`config.mk`:
```
export PLATFORM = sky130hd
export DESIGN_NAME = mux_serial_sequencer
export DESIGN_NICKNAME = d
export VERILOG_FILES = /design/src/rtl/mux_serial_pkg.sv /design/src/rtl/mux_serial_sequencer_bit_timer.sv /design/src/rtl/mux_serial_sequencer.sv
export SDC_FILE = /design/constraint.sdc
export NUM_CORES = 1
export LEC_CHECK = 0
export CAP_MARGIN = 5
export CELL_PAD_IN_SITES_DETAIL_PLACEMENT = 1
export CELL_PAD_IN_SITES_GLOBAL_PLACEMENT = 1
export CORE_MARGIN = 5
export CORE_UTILIZATION = 31
export CTS_CLUSTER_SIZE = 14
export DETAILED_ROUTE_END_ITERATION = 6
export PLACE_DENSITY = 0.8
export SYNTH_ARGS = -nofsm -noshare
export SYNTH_HDL_FRONTEND = slang
export SYNTH_SLANG_ARGS = --single-unit
```
`constraint.sdc`:
```
create_clock -name clk -period 1.5 [get_ports clk]
set_input_delay 0.15 -clock clk [delete_from_list [all_inputs] [get_ports clk]]
set_output_delay 0.15 -clock clk [all_outputs]
set_load 0.05 [all_outputs]
```
`src/rtl/mux_serial_pkg.sv`:
```
// Shared state encoding and defaults for the mux8x1 serial sequencer.
package mux_serial_pkg;

    typedef enum logic [2:0] {
        S_IDLE   = 3'd0,
        S_START  = 3'd1,
        S_DATA   = 3'd2,
        S_PARITY = 3'd3,
        S_STOP   = 3'd4
    } state_e;

    localparam int         DIV_DEFAULT = 16;
    localparam logic       IDLE_LEVEL  = 1'b1;
    localparam logic [2:0] LAST_SEL    = 3'd7;

endpackage

```
`src/rtl/mux_serial_sequencer_bit_timer.sv`:
```
// Bit timer: counts 0..DIV-1 while enabled, held at 0 by clear; flags the last cycle of a bit.
module bit_timer #(
    parameter  int DIV   = 16,
    localparam int CNT_W = $clog2(DIV)
) (
    input  logic clk,
    input  logic reset,
    input  logic clear,
    output logic bit_end
);

    logic [CNT_W-1:0] cnt_q, cnt_d;

    assign bit_end = (cnt_q == CNT_W'(DIV - 1));

    always_comb begin
        cnt_d = cnt_q + 1'b1;
        if (clear || bit_end) begin
            cnt_d = '0;
        end
    end

    // NOTE: state registers use non-blocking assignments so every flop samples pre-edge values.
    always_ff @(posedge clk) begin
        if (reset) begin
            cnt_q <= '0;
        end else begin
            cnt_q <= cnt_d;
        end
    end

endmodule

```
`src/rtl/mux_serial_sequencer.sv`:
```
// Steps mux8x1 select 0..7 and frames its output on tx as start/data/[parity]/stop.
// Define MUX_SERIAL_PARITY_EN to add an even-parity bit after the data bits.
module mux_serial_sequencer
    import mux_serial_pkg::*;
#(
    parameter int DIV = DIV_DEFAULT
) (
    input  logic       clk,
    input  logic       reset,
    input  logic       start,
    input  logic       mux_out,
    output logic [2:0] select,
    output logic       mux_enable,
    output logic       tx,
    output logic       busy,
    output logic       done
);

    state_e     state_q, state_d;
    logic [2:0] select_q, select_d;
    logic       bit_end;
    logic       timer_clear;

`ifdef MUX_SERIAL_PARITY_EN
    logic parity_q, parity_d;
`endif

    assign timer_clear = (state_q == S_IDLE);

    bit_timer #(.DIV(DIV)) u_bit_timer (
        .clk     (clk),
        .reset   (reset),
        .clear   (timer_clear),
        .bit_end (bit_end)
    );

    // NOTE: every output of this block gets a default first, so no path can infer a latch.
    always_comb begin
        state_d    = state_q;
        select_d   = select_q;
        tx         = IDLE_LEVEL;
        mux_enable = 1'b0;
        done       = 1'b0;
`ifdef MUX_SERIAL_PARITY_EN
        parity_d   = parity_q;
`endif
        unique case (state_q)
            S_IDLE: begin
                if (start) state_d = S_START;
            end
            S_START: begin
                tx = 1'b0;
`ifdef MUX_SERIAL_PARITY_EN
                parity_d = 1'b0;
`endif
                if (bit_end) state_d = S_DATA;
            end
            S_DATA: begin
                mux_enable = 1'b1;
                tx         = mux_out;
                if (bit_end) begin
`ifdef MUX_SERIAL_PARITY_EN
                    parity_d = parity_q ^ mux_out;
`endif
                    if (select_q == LAST_SEL) begin
`ifdef MUX_SERIAL_PARITY_EN
                        state_d = S_PARITY;
`else
                        state_d = S_STOP;
`endif
                    end else begin
                        select_d = select_q + 3'd1;
                    end
                end
            end
`ifdef MUX_SERIAL_PARITY_EN
            S_PARITY: begin
                tx = parity_q;
                if (bit_end) state_d = S_STOP;
            end
`endif
            S_STOP: begin
                done = bit_end;
                if (bit_end) begin
                    state_d  = S_IDLE;
                    select_d = '0;
                end
            end
            default: state_d = S_IDLE;
        endcase
    end

    always_ff @(posedge clk) begin
        if (reset) begin
            state_q  <= S_IDLE;
            select_q <= '0;
        end else begin
            state_q  <= state_d;
            select_q <= select_d;
        end
    end

`ifdef MUX_SERIAL_PARITY_EN
    always_ff @(posedge clk) begin
        if (reset) begin
            parity_q <= 1'b0;
        end else begin
            parity_q <= parity_d;
        end
    end
`endif

    assign select = select_q;
    assign busy   = (state_q != S_IDLE);

endmodule

```
==> impl_metrics.env <==
export IMPL_hpwl_um=968.7
export IMPL_synthesis_nets=66
export IMPL_ys_seq_elements=10
export IMPL_dr_first_iter_drc_count=8
export IMPL_drc=0
export IMPL_tightest_slew_ns=0.2996
export IMPL_setup_viol=1
export IMPL_hp_class="register to register"
export IMPL_required_ns=1.69
export IMPL_synthesis_area_um2=506.7
export IMPL_antenna_found_initial=0
export IMPL_wl_um=1282
export IMPL_crit_family="simple AND/OR/NAND/NOR gates"
export IMPL_yosys_area_top_type_share_pct=39.51
export IMPL_critical_path_arrival_ns=1.72
export IMPL_grt_usage_pct=11.15
export IMPL_crit_start="select[0]"
export IMPL_cp_start_kind="register"
export IMPL_slew_headroom_pct=79.87
export IMPL_layout_common_cells="10 x buf_4, 6 x nand3_1"
export IMPL_die_h_um=50.43
export IMPL_first_pass_iters=4
export IMPL_min_from="u_bit_timer.cnt_q[0]"
export IMPL_cts_tree="yes"
export IMPL_drv_cap=0
export IMPL_multi_input_area_um2=340.3
export IMPL_slowest_delay_ns=0.36
export IMPL_ant_nets=0
export IMPL_initial_utilization_pct=33.25
export IMPL_final_cell_area_um2=782.0
export IMPL_final_common_cell="buf_4"
export IMPL_path_common_cell="ha_4"
export IMPL_whs_ns=0.4547
export IMPL_cts_hold_buffers_added=0
export IMPL_synth_area_leaders="dfxtp_1 40%, ha_1 7.4%, nand3_1 5.9%"
export IMPL_violations="negative setup slack"
export IMPL_antenna_cells=0
export IMPL_cts_sinks=10
export IMPL_ios=11
export IMPL_grt_overflow=0
export IMPL_whs_path_depth=1
export IMPL_htree_levels=1
export IMPL_synth_seq_area_share_pct=39.51
export IMPL_die_w_um=50.43
export IMPL_skew_ns=0.0001643
export IMPL_root_buffer="clkbuf_4"
export IMPL_vias=489
export IMPL_r2r_cells=5
export IMPL_r2r_end="select[0]"
export IMPL_yosys_area_top_type="dfxtp_1"
export IMPL_avgRoutedWirePerCell_um=13.78
export IMPL_worst_setup_path_end_kind="register"
export IMPL_crit_type="register to register"
export IMPL_slowest_stage="or3b_4"
export IMPL_grt_pass1_wl_um=2249
export IMPL_final_hold_viol_count=0
export IMPL_fmax_mhz=652.0
export IMPL_drv_slew=0
export IMPL_synthCells=59
export IMPL_grt_pass1_vias=478
export IMPL_rsz0062_at_grt="true"
export IMPL_grt_max_degree=10
export IMPL_reg2reg_slack_ns=-0.03
export IMPL_min_period_over_period_pct=102.2
export IMPL_cts_buffers=3
export IMPL_cts_buffer_depth=2
export IMPL_synthDistinctLibCells=27
export IMPL_regArea_um2=212.7
export IMPL_nFillCells=175
export IMPL_rows=14
export IMPL_leakage_uw=0.0002996
export IMPL_p_total_uw=658.8
export IMPL_final_nets=85
export IMPL_place_gp_congestion=0.8141
export IMPL_area_growth_pct=54.32
export IMPL_port_buffers=10
export IMPL_ys_warn_count=0
export IMPL_vias_per_cell=5.258
export IMPL_r2r_start="select[0]"
export IMPL_hold_end="u_bit_timer.cnt_q[0]"
export IMPL_p_per_area_mw_per_mm2=842.4
export IMPL_crit_fanout=2
export IMPL_status="finished, violations left"
export IMPL_placed_area_um2=704.4
export IMPL_crit_chain="ha_4, ha_4, or3b_4, or3_1, a31oi_1"
export IMPL_core_area_mm2=0.001524
export IMPL_path_clk_slew_ns=0.06
export IMPL_clk_latency_ns=0.26
export IMPL_dieArea_mm2=0.002543
export IMPL_setup_slack_ns=-0.03366
export IMPL_ir_drop_uv=397.2
export IMPL_crit_buf_inv=0
export IMPL_post_route_min_period_ns=1.534
export IMPL_drive_above_1_share_pct=40.26
export IMPL_avgSynthCellArea_um2=8.589
[kinds of logic after synthesis]
kind of cell	synth area share (%)
AO/OA/AOI/OAI	9.384
XOR/XNOR	3.457
adder cells (fa/ha/maj)	7.408
buffers and inverters	2.964
flip-flops	39.51
AND/OR/NAND/NOR	37.29
[worst register-to-register path: cells and delay by family, from the launching register on]
family | cells | cell delay [ns]
DFF | 1 | 0.35
adders and majority gates | 2 | 0.31
AOI/OAI and AO/OA | 1 | 0.13
and+or+nand+nor | 2 | 0.67
[worst max-delay path by stage]
stage / cells past startpoint / slack [ns] / end
after floorplan: 5 / -0.1 / select[0]
after global placement: 5 / -0.004 / select[0]
after CTS: 5 / -0.03 / select[0]
after detailed placement: 5 / -0.02 / select[0]
after global routing: 5 / -0.07 / select[0]
final: 5 / -0.03 / select[0]
[synth_stat cells]
cell type   n
xor2_1      1
nor2_1      6
or3b_4      1
and3_1      1
nor2b_1     2
and2b_1     1
nor4b_1     1
nand3_1     6
xnor2_1     1
a22oi_1     1
a21oi_1     1
nand4b_1    1
nand2_1     3
and4b_1     1
nor3_1      4
a31oi_1     3
or3_1       2
o21bai_1    1
dfxtp_1    10
nor3b_1     1
nand2b_1    1
inv_1       2
or2b_1      1
o22a_1      1
clkbuf_1    2
ha_1        3
nand4_1     1
[power breakdown]
group	internal (uW)	switching (uW)	total, uW
Combinational	53.9	70.8	125
Clock	147	91.3	239
Sequential	279	16.3	295
[final cells by class]
type | count | area share [%]
Multi-Input combinational cell | 45 | 43.52
Inverter | 2 | 0.9600
Sequential cell | 10 | 27.20
Tap cell | 16 | 2.560
Clock buffer | 4 | 4.640
Timing Repair Buffer | 16 | 21.12
[sequential cells by signal, indices dropped and copies added (netlist names)]
| signal | cells |
|---|---|
| select | 3 |
| state_q | 3 |
| u_bit_timer.cnt_q | 4 |
[timing repair]
action / in CTS / in global routing
resized for setup: 4 / 5
pin swaps: 2 / 1
setup buffers: 1 / 0
setup endpoints to repair: 3 / 5
[metrics by stage]
step / setup slack (ns) / setup TNS (ns) / instances / utilization, %
finish: -0.03366 / -0.03366 / 93 / 51.31
floorplan: -0.09810 / -0.1668 / 59 / -
detailed placement: -0.02329 / -0.02329 / 88 / 46.22
global route: -0.07157 / -0.1706 / 93 / 51.31
CTS: -0.03286 / -0.05010 / 93 / 50.16
global placement: -0.003691 / -0.003691 / 88 / 46.22
[layer usage]
metal | GRT usage [%] | wire length [um]
met4 | 1.277 | 0
met1 | 14.64 | 632
met2 | 17.57 | 583
met5 | 0 | 0
met3 | 4.734 | 66
(Power assumes the default switching activity.)
